===== src/rtl/regs_wport_arb_if.sv =====
// Bundle of the ex/LU inputs and regs-facing outputs of the write-port arbiter.
// master drives ex and LU results; slave is the arbiter.
interface regs_wport_arb_if;
    logic [4:0]  ex_rd_addr_i;
    logic [31:0] ex_rd_data_i;
    logic        ex_rd_wen_i;
    logic        lu_valid_i;
    logic [4:0]  lu_rd_addr_i;
    logic [31:0] lu_rd_data_i;
    logic        lu_ready_o;
    logic [4:0]  rd_addr_o;
    logic [31:0] rd_data_o;
    logic        rd_wen_o;
    logic        hold_o;
    logic        err_o;

    modport master (
        output ex_rd_addr_i, ex_rd_data_i, ex_rd_wen_i,
        output lu_valid_i, lu_rd_addr_i, lu_rd_data_i,
        input  lu_ready_o, rd_addr_o, rd_data_o, rd_wen_o, hold_o, err_o
    );

    modport slave (
        input  ex_rd_addr_i, ex_rd_data_i, ex_rd_wen_i,
        input  lu_valid_i, lu_rd_addr_i, lu_rd_data_i,
        output lu_ready_o, rd_addr_o, rd_data_o, rd_wen_o, hold_o, err_o
    );
endinterface


===== src/rtl/regs_wport_arb.sv =====
// Arbitrates the register-file write port between ex and a long-latency unit via a small LU FIFO.
// Latency: 1 cycle from grant to rd_*_o; LU results may wait in the FIFO until ex leaves the port idle.
// Backpressure: ex has none (hold_o requests a bubble); LU sees lu_ready_o = FIFO not full.
module regs_wport_arb #(
    parameter int DEPTH      = 2,
    parameter int STARVE_MAX = 4
) (
    input  logic              clk,
    input  logic              rst_n,
    regs_wport_arb_if.slave   bus
);
    localparam int AW = $clog2(DEPTH);
    localparam int CW = $clog2(DEPTH + 1);
    localparam int SW = $clog2(STARVE_MAX + 1);

    logic [4:0]       fifo_addr_q [DEPTH];
    logic [31:0]      fifo_data_q [DEPTH];
    logic [DEPTH-1:0] fifo_vld_q, fifo_vld_d;
    logic [AW-1:0]    wr_ptr_q, wr_ptr_d, rd_ptr_q, rd_ptr_d;
    logic [CW-1:0]    count_q, count_d;
    logic [SW-1:0]    starve_q, starve_d;
    logic             hold_q, hold_d;
    logic             err_q, err_d;
    logic [4:0]       rd_addr_q, rd_addr_d;
    logic [31:0]      rd_data_q, rd_data_d;
    logic             rd_wen_q, rd_wen_d;

    logic ex_eff, fifo_empty, lu_ready, lu_acc, lu_drop;
    logic pop, push, bypass;

    always_comb begin
        ex_eff     = bus.ex_rd_wen_i && (bus.ex_rd_addr_i != 5'd0);
        fifo_empty = (count_q == '0);
        lu_ready   = (count_q != CW'(DEPTH));
        lu_acc     = bus.lu_valid_i && lu_ready;
        // A same-cycle LU result to the register ex is writing is older, so it dies here.
        lu_drop    = (bus.lu_rd_addr_i == 5'd0)
                   || (ex_eff && (bus.lu_rd_addr_i == bus.ex_rd_addr_i));
        // ex wins even during hold; otherwise a non-empty FIFO always owns the port.
        pop        = !ex_eff && !fifo_empty;
        bypass     = !ex_eff && fifo_empty && lu_acc && !lu_drop;
        push       = lu_acc && !lu_drop && !bypass;
    end

    always_comb begin
        rd_wen_d  = 1'b0;
        rd_addr_d = rd_addr_q;
        rd_data_d = rd_data_q;
        if (ex_eff) begin
            rd_wen_d  = 1'b1;
            rd_addr_d = bus.ex_rd_addr_i;
            rd_data_d = bus.ex_rd_data_i;
        end else if (pop) begin
            if (fifo_vld_q[rd_ptr_q]) begin
                rd_wen_d  = 1'b1;
                rd_addr_d = fifo_addr_q[rd_ptr_q];
                rd_data_d = fifo_data_q[rd_ptr_q];
            end
        end else if (bypass) begin
            rd_wen_d  = 1'b1;
            rd_addr_d = bus.lu_rd_addr_i;
            rd_data_d = bus.lu_rd_data_i;
        end
    end

    always_comb begin
        fifo_vld_d = fifo_vld_q;
        // Killed entries keep their slot and later drain as dead pops.
        if (ex_eff) begin
            for (int i = 0; i < DEPTH; i++) begin
                if (fifo_addr_q[i] == bus.ex_rd_addr_i) begin
                    fifo_vld_d[i] = 1'b0;
                end
            end
        end
        if (push) begin
            fifo_vld_d[wr_ptr_q] = 1'b1;
        end
        wr_ptr_d = push ? wr_ptr_q + AW'(1) : wr_ptr_q;
        rd_ptr_d = pop  ? rd_ptr_q + AW'(1) : rd_ptr_q;
        count_d  = count_q + CW'(push) - CW'(pop);
    end

    always_comb begin
        starve_d = starve_q;
        hold_d   = 1'b0;
        if (fifo_empty || pop) begin
            starve_d = '0;
        end else if (starve_q == SW'(STARVE_MAX - 1)) begin
            starve_d = '0;
            hold_d   = !hold_q;
        end else begin
            starve_d = starve_q + SW'(1);
        end
        err_d = err_q || (hold_q && bus.ex_rd_wen_i);
    end

    always_ff @(posedge clk or negedge rst_n) begin
        if (!rst_n) begin
            fifo_vld_q <= '0;
            wr_ptr_q   <= '0;
            rd_ptr_q   <= '0;
            count_q    <= '0;
            starve_q   <= '0;
            hold_q     <= 1'b0;
            err_q      <= 1'b0;
            rd_addr_q  <= '0;
            rd_data_q  <= '0;
            rd_wen_q   <= 1'b0;
        end else begin
            fifo_vld_q <= fifo_vld_d;
            wr_ptr_q   <= wr_ptr_d;
            rd_ptr_q   <= rd_ptr_d;
            count_q    <= count_d;
            starve_q   <= starve_d;
            hold_q     <= hold_d;
            err_q      <= err_d;
            rd_addr_q  <= rd_addr_d;
            rd_data_q  <= rd_data_d;
            rd_wen_q   <= rd_wen_d;
        end
    end

    always_ff @(posedge clk) begin
        if (push) begin
            fifo_addr_q[wr_ptr_q] <= bus.lu_rd_addr_i;
            fifo_data_q[wr_ptr_q] <= bus.lu_rd_data_i;
        end
    end

    assign bus.lu_ready_o = lu_ready;
    assign bus.rd_addr_o  = rd_addr_q;
    assign bus.rd_data_o  = rd_data_q;
    assign bus.rd_wen_o   = rd_wen_q;
    assign bus.hold_o     = hold_q;
    assign bus.err_o      = err_q;
endmodule

===== src/flat_wrapper.sv =====
// flat-port wrapper written by rule: the top's interface ports become plain ports
module regs_wport_arb_flat 
#(
    parameter int DEPTH      = 2,
    parameter int STARVE_MAX = 4
)
  (clk, rst_n, bus_ex_rd_addr_i, bus_ex_rd_data_i, bus_ex_rd_wen_i, bus_lu_valid_i, bus_lu_rd_addr_i, bus_lu_rd_data_i, bus_lu_ready_o, bus_rd_addr_o, bus_rd_data_o, bus_rd_wen_o, bus_hold_o, bus_err_o);
  regs_wport_arb_if bus_i ();
  input  logic clk;
  input  logic rst_n;
  input wire logic [$bits(bus_i.ex_rd_addr_i)-1:0] bus_ex_rd_addr_i;
  input wire logic [$bits(bus_i.ex_rd_data_i)-1:0] bus_ex_rd_data_i;
  input wire logic [$bits(bus_i.ex_rd_wen_i)-1:0] bus_ex_rd_wen_i;
  input wire logic [$bits(bus_i.lu_valid_i)-1:0] bus_lu_valid_i;
  input wire logic [$bits(bus_i.lu_rd_addr_i)-1:0] bus_lu_rd_addr_i;
  input wire logic [$bits(bus_i.lu_rd_data_i)-1:0] bus_lu_rd_data_i;
  output wire logic [$bits(bus_i.lu_ready_o)-1:0] bus_lu_ready_o;
  output wire logic [$bits(bus_i.rd_addr_o)-1:0] bus_rd_addr_o;
  output wire logic [$bits(bus_i.rd_data_o)-1:0] bus_rd_data_o;
  output wire logic [$bits(bus_i.rd_wen_o)-1:0] bus_rd_wen_o;
  output wire logic [$bits(bus_i.hold_o)-1:0] bus_hold_o;
  output wire logic [$bits(bus_i.err_o)-1:0] bus_err_o;
  assign bus_i.ex_rd_addr_i = bus_ex_rd_addr_i;
  assign bus_i.ex_rd_data_i = bus_ex_rd_data_i;
  assign bus_i.ex_rd_wen_i = bus_ex_rd_wen_i;
  assign bus_i.lu_valid_i = bus_lu_valid_i;
  assign bus_i.lu_rd_addr_i = bus_lu_rd_addr_i;
  assign bus_i.lu_rd_data_i = bus_lu_rd_data_i;
  assign bus_lu_ready_o = bus_i.lu_ready_o;
  assign bus_rd_addr_o = bus_i.rd_addr_o;
  assign bus_rd_data_o = bus_i.rd_data_o;
  assign bus_rd_wen_o = bus_i.rd_wen_o;
  assign bus_hold_o = bus_i.hold_o;
  assign bus_err_o = bus_i.err_o;
  regs_wport_arb #(.DEPTH(DEPTH), .STARVE_MAX(STARVE_MAX)) u_core (.clk(clk), .rst_n(rst_n), .bus(bus_i));
endmodule

===== config.mk =====
export PLATFORM = sky130hd
export DESIGN_NAME = regs_wport_arb_flat
export DESIGN_NICKNAME = d
export VERILOG_FILES = /design/src/rtl/regs_wport_arb_if.sv /design/src/rtl/regs_wport_arb.sv /design/src/flat_wrapper.sv
export SDC_FILE = /design/constraint.sdc
export NUM_CORES = 1
export LEC_CHECK = 0
export ABC_AREA = 1
export CAP_MARGIN = 20
export CELL_PAD_IN_SITES_DETAIL_PLACEMENT = 2
export CELL_PAD_IN_SITES_GLOBAL_PLACEMENT = 2
export CORE_MARGIN = 2
export CORE_UTILIZATION = 31
export CTS_CLUSTER_SIZE = 8
export DETAILED_ROUTE_END_ITERATION = 7
export PLACE_DENSITY_LB_ADDON = 0.1
export SKIP_CTS_REPAIR_TIMING = 1
export SLEW_MARGIN = 30
export SYNTH_ARGS = -nofsm -noshare
export SYNTH_HDL_FRONTEND = slang
export SYNTH_SLANG_ARGS = --single-unit

===== constraint.sdc =====
create_clock -name clk -period 3.2 [get_ports clk]
set_clock_uncertainty 0.1 [all_clocks]
set_input_delay 0.32 -clock clk [delete_from_list [all_inputs] [get_ports clk]]
set_output_delay 0.32 -clock clk [all_outputs]
set_load 0.01 [all_outputs]

==> flow_summary.json, run 1 <==
{
  "place_area_um2": 6992,
  "cts_sinks": 123,
  "seq_area_frac_synth": 0.6160,
  "layout-drive-gt1-share": 0.08840,
  "outcome": "finished, final reports clean",
  "drt-total-wl_mm": 18.25,
  "cts_max_level": 4,
  "crit_path_end_kind": "flip-flop",
  "antennaDiodeCount": 0,
  "synthCells": 590,
  "top_layer_used": "met4",
  "avgSynthCellArea_um2": 9.488,
  "min_from": "u_core.starve_q[0]$_DFF_PN0_",
  "cts_tree": "yes",
  "cp-start-kind": "input pin",
  "max-slew-margin-rel": 0.5815,
  "ys_warn_count": 0,
  "core_area_um2": 17840,
  "die_area_um2": 19150,
  "drtAntennaViolNets": 0,
  "wl_met3_um": 541,
  "p_per_area_nw_per_um2": 927.0,
  "finalPower_w": 0.007008,
  "setup_violations": 0,
  "grt_pass1_wl_mm": 28.70,
  "grt_max_degree": 38,
  "clk_latency_ns": 0.41,
  "r2r_end": "u_core.bus.rd_data_o[18]$_DFFE_PN0P_",
  "synth_area_leader_cell": "edfxtp_1",
  "synthFlopType": "edfxtp_1",
  "antenna_found_initial": 0,
  "r2r_start": "u_core.count_q[1]$_DFF_PN0_",
  "ir_worst_vdd_v": 0.0004775,
  "die_h_um": 138.4,
  "holdPathStages": 1,
  "vias": 4591,
  "synth_area_leaders": "edfxtp_1, dfrtp_1, nand2_1",
  "drc": 0,
  "place.gp.congestion": 0.7821,
  "die_x_um": 138.4,
  "path_class": "input pin to flip-flop",
  "synthesis.area_um2": 5598,
  "synthArstFlopShare": 0.3984,
  "required_ns": 3.19,
  "vias_per_cell": 4.817,
  "hold_path_end": "u_core.starve_q[0]$_DFF_PN0_",
  "hpwl_mm": 12.50,
  "finalInstanceArea_um2": 7560,
  "period_needed_ns": 2.361,
  "ys_ff_latch": 123,
  "reg2reg_slack_ns": 1.11,
  "critPathArrivalTime_ns": 2.35,
  "initial_core_util": 0.3138,
  "io_buffers": 118,
  "first_iter_violations": 143,
  "routedWlPerCell_um": 19.15,
  "cp_max_fo": 20,
  "wl_met1_mm": 8.405,
  "clkTransAtPathRegs_ns": 0.05,
  "slew_viol_final": 0,
  "syn-num-nets": 671,
  "final_nets": 792,
  "rsz0062_at_grt": "no",
  "clockBufferDepth": 2,
  "synth_edf_count": 74,
  "hold_path.class": "flip-flop to flip-flop",
  "maxCapViolations": 0,
  "firstDrtPassIters": 4,
  "leakage_nw": 3.268,
  "clock-root-buffer": "clkbuf_16",
  "cts_buffers": 17,
  "max_freq_ghz": 0.4235,
  "setup_ws_ns": 0.8389,
  "grtUsageTotal": 0.1960,
  "overflow": 0,
  "fp-row-count": 49,
  "post-route-period-util": 0.7379,
  "met2_length_mm": 8.969,
  "reg2reg_depth": 8,
  "hold_violations": 0,
  "first_global_vias": 5015,
  "ys_types": 28,
  "io_pins": 119,
  "hold_ws_ns": 0.3394,
  "worst_pin_slew_ns": 0.6278,
  "setup_tns_ns": 0,
  "syn_to_final_growth_pct": 35.05,
  "synth_top_area_share": 0.3970,
  "post-place-ws_ns": 0.3955
}
==> critical path: stages <==
cell	delay [ns]
clkdlybuf4s50_1	0.54
nor2_2	0.17
nand3_2	0.11
nand2_4	0.11
inv_4	0.11
nand3_1	0.13
nand3_1	0.20
inv_1	0.16
nand2_1	0.12
inv_2	0.08
buf_4	0.28
==> synthesized netlist by cell type, types with 2 or more instances <==
cell type	n
xnor2_1	8
ha_1	3
inv_1	15
o22ai_2	2
o211ai_1	3
nand3_1	58
nor2_2	3
buf_2	11
nor2_1	44
xor2_1	7
o22ai_1	16
inv_2	2
or2_2	2
nand4_1	3
buf_6	8
nand2_4	2
nand2_1	256
buf_4	5
nor3_1	3
edfxtp_1	74
dfrtp_1	49
clkbuf_1	8
o21ai_0	3
==> cell usage in the layout (no fill, tap or decap), types with 4 or more instances in the layout <==
cell	netlist	final
inv_1	15	14
clkinv_2	0	5
xor2_1	7	7
nor2_1	44	43
o22ai_1	16	16
edfxtp_1	74	74
clkdlybuf4s50_1	0	117
nand2_1	256	254
clkbuf_8	0	4
clkbuf_16	0	17
buf_4	5	14
xnor2_1	8	8
dfrtp_1	49	48
nand3_1	58	57
==> report_power, final <==
| part | switching, W | total, W | internal, W |
|---|---|---|---|
| clock network | 0.000688 | 0.00183 | 0.00114 |
| registers | 0.000268 | 0.00251 | 0.00224 |
| logic | 0.00159 | 0.00267 | 0.00108 |
==> how the worst max path moves through the flow <==
stage | endpoint | slack, ns | startpoint
final | u_core.fifo_addr_q[0][3]$_DFFE_PP_ | 0.84 | bus_ex_rd_addr_i[2]
after global routing | u_core.fifo_addr_q[0][3]$_DFFE_PP_ | 0.66 | bus_ex_rd_addr_i[2]
after CTS | u_core.fifo_data_q[0][30]$_DFFE_PP_ | 0.81 | bus_ex_rd_addr_i[2]
after detailed placement | u_core.fifo_data_q[0][16]$_DFFE_PP_ | 0.40 | bus_ex_rd_addr_i[2]
after global placement | u_core.fifo_data_q[0][16]$_DFFE_PP_ | 0.51 | bus_ex_rd_addr_i[2]
after floorplan | u_core.fifo_addr_q[1][0]$_DFFE_PP_ | 0.06 | bus_ex_rd_addr_i[4]
==> area by class of cell <==
type	instances	area (um2)
Clock buffer	24	491.7
Fill cell	1893	10280
Clock inverter	8	66.31
Inverter	18	70.07
Sequential cell	123	3450
Timing Repair Buffer	134	1311
Multi-Input combinational cell	417	1884
Tap cell	229	286.5
==> logic make-up (layout without fill, tap and decap cells) <==
kind of cell / Yosys count / after routing / synth area share
flip-flops: 123 / 123 / 0.6160
AO/OA/AOI/OAI: 25 / 25 / 0.03040
buffers and inverters: 50 / 184 / 0.05052
adder cells (fa/ha/maj): 3 / 3 / 0.006706
AND/OR/NAND/NOR: 374 / 374 / 0.2729
XOR/XNOR: 15 / 15 / 0.02347
==> metal layers <==
| layer | track usage | vias to the layer above |
|---|---|---|
| met4 | 0.06713 | 0 |
| met5 | 0 | - |
| met1 | 0.2546 | 2288 |
| met2 | 0.3288 | 96 |
| met3 | 0.03879 | 20 |
| li1 | - | 2187 |
==> stage by stage <==
stage	std cells	util
after floorplan	590	-
after global placement	920	0.3919
after detailed placement	920	0.3919
after CTS	952	0.4232
after global routing	953	0.4237
final	953	0.4237
==> sequential cells by signal, summed over array words and instances (netlist names) <==
name / count
u_core.fifo_data_q: 64
u_core.bus.rd_data_o: 32
u_core.fifo_addr_q: 10
u_core.bus.rd_addr_o: 5
u_core.starve_q: 3
u_core.count_q: 2
u_core.fifo_vld_q: 2
u_core.bus.err_o: 1
u_core.bus.hold_o: 1
u_core.bus.rd_wen_o: 1
u_core.rd_ptr_q: 1
u_core.wr_ptr_q: 1
No activity file was read; power rests on OpenSTA's default activity.
==> run 2: changes to the inputs <==
CORE_UTILIZATION = 28   (was 31)
clock period = 2.1 ns   (was 3.2 ns; I/O delays follow)
==> run 2 against run 1 <==
Against the previous run:
- count of clock-buffer cells in the layout grew 1
- die area is 10% higher
- final cell count is 6.4% higher
- first-iteration DRC count is 11% lower
- global-route usage fell by 0.77 points
- final area up 4.8%
- sequential power rose by 50%
- sequential cell count stayed put
- wire length increased by 4.0%
- critical path depth down 2
==> flow_summary.json, run 2 (same netlist as run 1, synthesis figures left out) <==
{
  "outcome": "finished, final reports clean",
  "endpoint": "u_core.fifo_data_q[0][10]$_DFFE_PP_",
  "die_area_um2": 21140,
  "path_class": "input pin to flip-flop",
  "routedWlPerCell_um": 18.71,
  "initial_core_util": 0.2867,
  "die_x_um": 145.4,
  "core_area_um2": 19530,
  "die_h_um": 145.4,
  "place.gp.congestion": 0.7635,
  "setup_violations": 0,
  "hpwl_mm": 13.11,
  "io_pins": 119,
  "drtAntennaViolNets": 0,
  "layout-drive-gt1-share": 0.1228,
  "place_area_um2": 7326,
  "max-slew-margin-rel": 0.5716,
  "antennaDiodeCount": 0,
  "crit_path_end_kind": "flip-flop",
  "grt_max_degree": 40,
  "final_cells": 1014,
  "p_per_area_nw_per_um2": 1399,
  "cts_buffers": 17,
  "reg2reg_depth": 8,
  "cts_sinks": 123,
  "reg2reg_slack_ns": 0.25,
  "maxCapViolations": 0,
  "hold_path.class": "input pin to async pin",
  "clk_latency_ns": 0.41,
  "hold_violations": 0,
  "clock-root-buffer": "clkbuf_16",
  "vias": 4680,
  "layout_common_cells": "nand2_1, clkdlybuf4s50_1, edfxtp_1, nand3_1, dfrtp_1",
  "largest_reg_flops": 64,
  "cp-start-kind": "input pin",
  "worst_pin_slew_ns": 0.6426,
  "cp_max_fo": 20,
  "finalInstanceArea_um2": 7923,
  "layout_commonest_cell": "nand2_1",
  "firstDrtPassIters": 4,
  "r2r_start": "u_core.count_q[1]$_DFF_PN0_",
  "max_freq_ghz": 0.5199,
  "r2r_end": "u_core.count_q[1]$_DFF_PN0_",
  "final_nets": 817,
  "clkTransAtPathRegs_ns": 0.05,
  "leakage_nw": 3.419,
  "grt_pass1_wl_mm": 30.93,
  "first_iter_violations": 127,
  "drc": 0,
  "dp.cells": 981,
  "ir_worst_vdd_v": 0.0006975,
  "slew_viol_final": 0,
  "critPathArrivalTime_ns": 1.94,
  "required_ns": 2.11,
  "syn_to_final_growth_pct": 41.53,
  "io_buffers": 118,
  "rsz0062_at_grt": "no",
  "clockBufferDepth": 2,
  "antenna_found_initial": 0,
  "largest_register": "u_core.fifo_data_q",
  "fp-row-count": 51,
  "period_needed_ns": 1.924,
  "startpoint": "bus_lu_rd_addr_i[3]",
  "first_global_vias": 5476,
  "vias_per_cell": 4.615,
  "overflow": 0,
  "drt-total-wl_mm": 18.98,
  "grtUsageTotal": 0.1883,
  "cts_max_level": 4,
  "cts_tree": "yes",
  "post-route-period-util": 0.9160
}
==> run 2: cell count changes in the layout (fill, tap and decap cells not counted), sizes merged <==
cell / change
buf: +25
clkinv: -2
bufinv: +1
clkbuf: +1
clkinvlp: +1
inv: -1
==> run 2: critical path: stages <==
cell and delay, ns:
clkdlybuf4s50_1 0.64, xor2_1 0.23, nor2_1 0.09, nand3_1 0.14, nand3_2 0.16, inv_2 0.09, nand2_2 0.07, clkinvlp_4 0.12
buf_12 0.18
==> run 2: through the flow <==
step | utilization | hold slack [ns] | total power [W] | setup TNS (ns) | worst slack [ns]
6_report | 0.4057 | 0.2563 | 0.01109 | 0 | 0.1765
3_5_place_dp | 0.3752 | 0.1807 | 0.008285 | -17.95 | -0.2539
5_1_grt | 0.4057 | 0.3020 | 0.01191 | 0 | 0.1026
4_1_cts | 0.4052 | -0.2565 | 0.01128 | 0 | 0.1609
2_1_floorplan | - | -0.1856 | 0.006120 | 0 | 0.003427
3_3_place_gp | 0.3752 | 0.1632 | 0.008086 | -9.373 | -0.1557
==> run 2: layout make-up <==
cell class / count / area (um2)
Tap cell: 265 / 331.6
Clock buffer: 25 / 495.5
Inverter: 18 / 76.32
Multi-Input combinational cell: 417 / 1892
Timing Repair Buffer: 159 / 1587
Sequential cell: 123 / 3450
Clock inverter: 7 / 91.34
Fill cell: 2122 / 11600
==> run 2: worst min path at each step <==
stage / endpoint / from / depth (start not counted)
4_1_cts: u_core.bus.rd_addr_o[3]$_DFFE_PN0P_ / rst_n / 1
3_5_place_dp: u_core.bus.err_o$_DFF_PN0_ / rst_n / 1
6_report: u_core.bus.err_o$_DFF_PN0_ / rst_n / 2
5_1_grt: u_core.bus.err_o$_DFF_PN0_ / rst_n / 2
2_1_floorplan: u_core.bus.err_o$_DFF_PN0_ / rst_n / 0
3_3_place_gp: u_core.bus.err_o$_DFF_PN0_ / rst_n / 1
==> run 2: per-layer routing <==
| layer | wire (um) | track usage | vias up |
|---|---|---|---|
| li1 | - | - | 2230 |
| met1 | 8788 | 0.2482 | 2346 |
| met2 | 9465 | 0.3223 | 87 |
| met3 | 524 | 0.03354 | 17 |
| met4 | 197 | 0.04755 | 0 |
| met5 | 0 | 0 | - |
==> run 2: power breakdown <==
group	internal (W)	switching [W]	leakage, nW
Combinational	0.00185	0.00254	1.86
Sequential	0.00342	0.000352	1.27
Clock	0.00187	0.00105	0.287
Total	0.00714	0.00395	3.42
==> run 3: changes to the inputs <==
CORE_UTILIZATION = 29   (was 28)
CTS_BUF_LIST = sky130_fd_sc_hd__clkbuf_4   (was not set)
SKIP_CTS_REPAIR_TIMING = not set   (was 1)
==> run 3 against run 2 <==
Against the previous run:
- sequential cell count unchanged
- count of clock-buffer cells in the layout is 7 lower
- final area down 4.2%
- critical path type is now flip-flop to output pin
- largest cell class unchanged
- worst hold slack worse by 0.15 ns
- largest power group unchanged
==> flow_summary.json, run 3 (same netlist as run 1, synthesis figures left out) <==
{
  "outcome": "finished, final reports clean",
  "grt_max_degree": 33,
  "required_ns": 1.79,
  "crit_slowest_cell": "clkdlybuf4s50_1",
  "layout-drive-gt1-share": 0.1288,
  "clockBufferDepth": 2,
  "r2r_start": "u_core.count_q[1]$_DFF_PN0_",
  "r2r_end": "u_core.bus.rd_data_o[17]$_DFFE_PN0P_",
  "core_area_um2": 18830,
  "overflow": 0,
  "firstDrtPassIters": 4,
  "clock-root-buffer": "clkbuf_4",
  "setup_tns_ns": 0,
  "drt-total-wl_mm": 18.40,
  "layout_common_cells": "nand2_1, clkdlybuf4s50_1, edfxtp_1, nand3_1, dfrtp_1",
  "rsz0062_at_grt": "yes",
  "final_cells": 1014,
  "cts_buffers": 17,
  "path_class": "flip-flop to output pin",
  "initial_core_util": 0.2973,
  "period_needed_ns": 2.004,
  "cts_max_level": 4,
  "post-route-period-util": 0.9545,
  "largest_register": "u_core.fifo_data_q",
  "crit_chain": "nand2_1 > clkdlybuf4s50_1",
  "setup_ws_ns": 0.09551,
  "vias": 4718,
  "worst_pin_slew_ns": 0.6930,
  "clkTransAtPathRegs_ns": 0.13,
  "clk_latency_ns": 0.55,
  "io_buffers": 118,
  "antenna_found_initial": 1,
  "vias_per_cell": 4.653,
  "fp-row-count": 50,
  "die_area_um2": 20430,
  "first_iter_violations": 187,
  "fillerInstances": 2059,
  "reg2reg_slack_ns": 0.11,
  "layout_commonest_cell": "nand2_1",
  "hold_violations": 0,
  "first_global_vias": 5236,
  "drtAntennaViolNets": 0,
  "maxCapViolations": 0,
  "grt_pass1_wl_mm": 29.24,
  "die_x_um": 142.9,
  "cts_resized": 0,
  "reg2reg_depth": 9,
  "largest_reg_flops": 64,
  "grtUsageTotal": 0.1920,
  "hold_path.class": "input pin to async pin",
  "critPathMaxStageDelay_ns": 0.56,
  "cp_max_fo": 3,
  "critPathArrivalTime_ns": 1.69,
  "slew_viol_final": 0,
  "post-place-ws_ns": -0.1816,
  "max_freq_ghz": 0.4989,
  "hpwl_mm": 13.46,
  "drc": 0,
  "leakage_nw": 3.275,
  "cp-start-kind": "flip-flop",
  "setup_violations": 0,
  "final_nets": 821,
  "p_per_area_nw_per_um2": 1287,
  "crit_path_end_kind": "output pin",
  "routedWlPerCell_um": 18.14,
  "max-slew-margin-rel": 0.5380,
  "hold_ws_ns": 0.1019,
  "io_pins": 119,
  "place.gp.congestion": 0.7943,
  "cts_sinks": 123,
  "ir_worst_vdd_v": 0.0004896,
  "dp.cells": 980,
  "syn_to_final_growth_pct": 35.58,
  "cts_tree": "yes",
  "seq_area_um2": 3450,
  "multi_input_area_um2": 1892,
  "die_h_um": 142.9
}
run 3: how the worst max path moves through the flow:
stage	startpoint	slack [ns]	endpoint	depth (start not counted)
6_report	u_core.count_q[1]$_DFF_PN0_	0.1	bus_lu_ready_o	2
4_1_cts	u_core.count_q[1]$_DFF_PN0_	0.02	bus_lu_ready_o	2
3_5_place_dp	bus_ex_rd_addr_i[3]	-0.18	u_core.fifo_data_q[1][25]$_DFFE_PP_	10
5_1_grt	u_core.count_q[1]$_DFF_PN0_	-0.02	bus_lu_ready_o	2
2_1_floorplan	bus_ex_rd_addr_i[4]	0.003	u_core.fifo_addr_q[0][0]$_DFFE_PP_	11
3_3_place_gp	bus_ex_rd_addr_i[0]	-0.10	u_core.fifo_data_q[1][10]$_DFFE_PP_	11
run 3: per-stage QoR:
stage | total power (W) | util | instance area [um2]
final | 0.009765 | 0.4031 | 7590
after global routing | 0.01059 | 0.4031 | 7590
after CTS | 0.009955 | 0.4029 | 7587
after detailed placement | 0.008276 | 0.3883 | 7312
after global placement | 0.008099 | 0.3883 | 7312
after floorplan | 0.006120 | - | 5619
run 3: final cells by class:
| cell class | instances | share of cell area |
|---|---|---|
| repair buffers | 163 | 0.2080 |
| multi-input cells | 417 | 0.2493 |
| clock buffers | 18 | 0.01780 |
| flip-flops and latches | 123 | 0.4545 |
| clock inverters | 14 | 0.01714 |
| well taps | 260 | 0.04286 |
| inverters | 18 | 0.01006 |
| diodes | 1 | 0.0003297 |
run 3: metal layers:
layer | vias to the layer above | track usage | part of all wire
li1 | 2235 | - | -
met1 | 2366 | 0.2483 | 0.46
met2 | 95 | 0.3246 | 0.49
met3 | 22 | 0.03622 | 0.033
met4 | 0 | 0.06201 | 0.016
met5 | - | 0 | 0
run 3: report_power, final:
part	internal [W]	switching, W
clock network	0.000697	0.000945
logic	0.00184	0.00250
registers	0.00340	0.000378
run 3: repair_timing:
action	4_1_cts	5_1_grt
hold buffers	1	0
buffers inserted	0	0
endpoints found under the hold margin	24	0
endpoints found under the setup margin	0	2
run 3: worst max-delay path, delay by kind of cell (launching register included):
kind / cells / cell delay, ns
buffers and inverters: 1 / 0.56
DFF: 1 / 0.43
and+or+nand+nor: 1 / 0.15
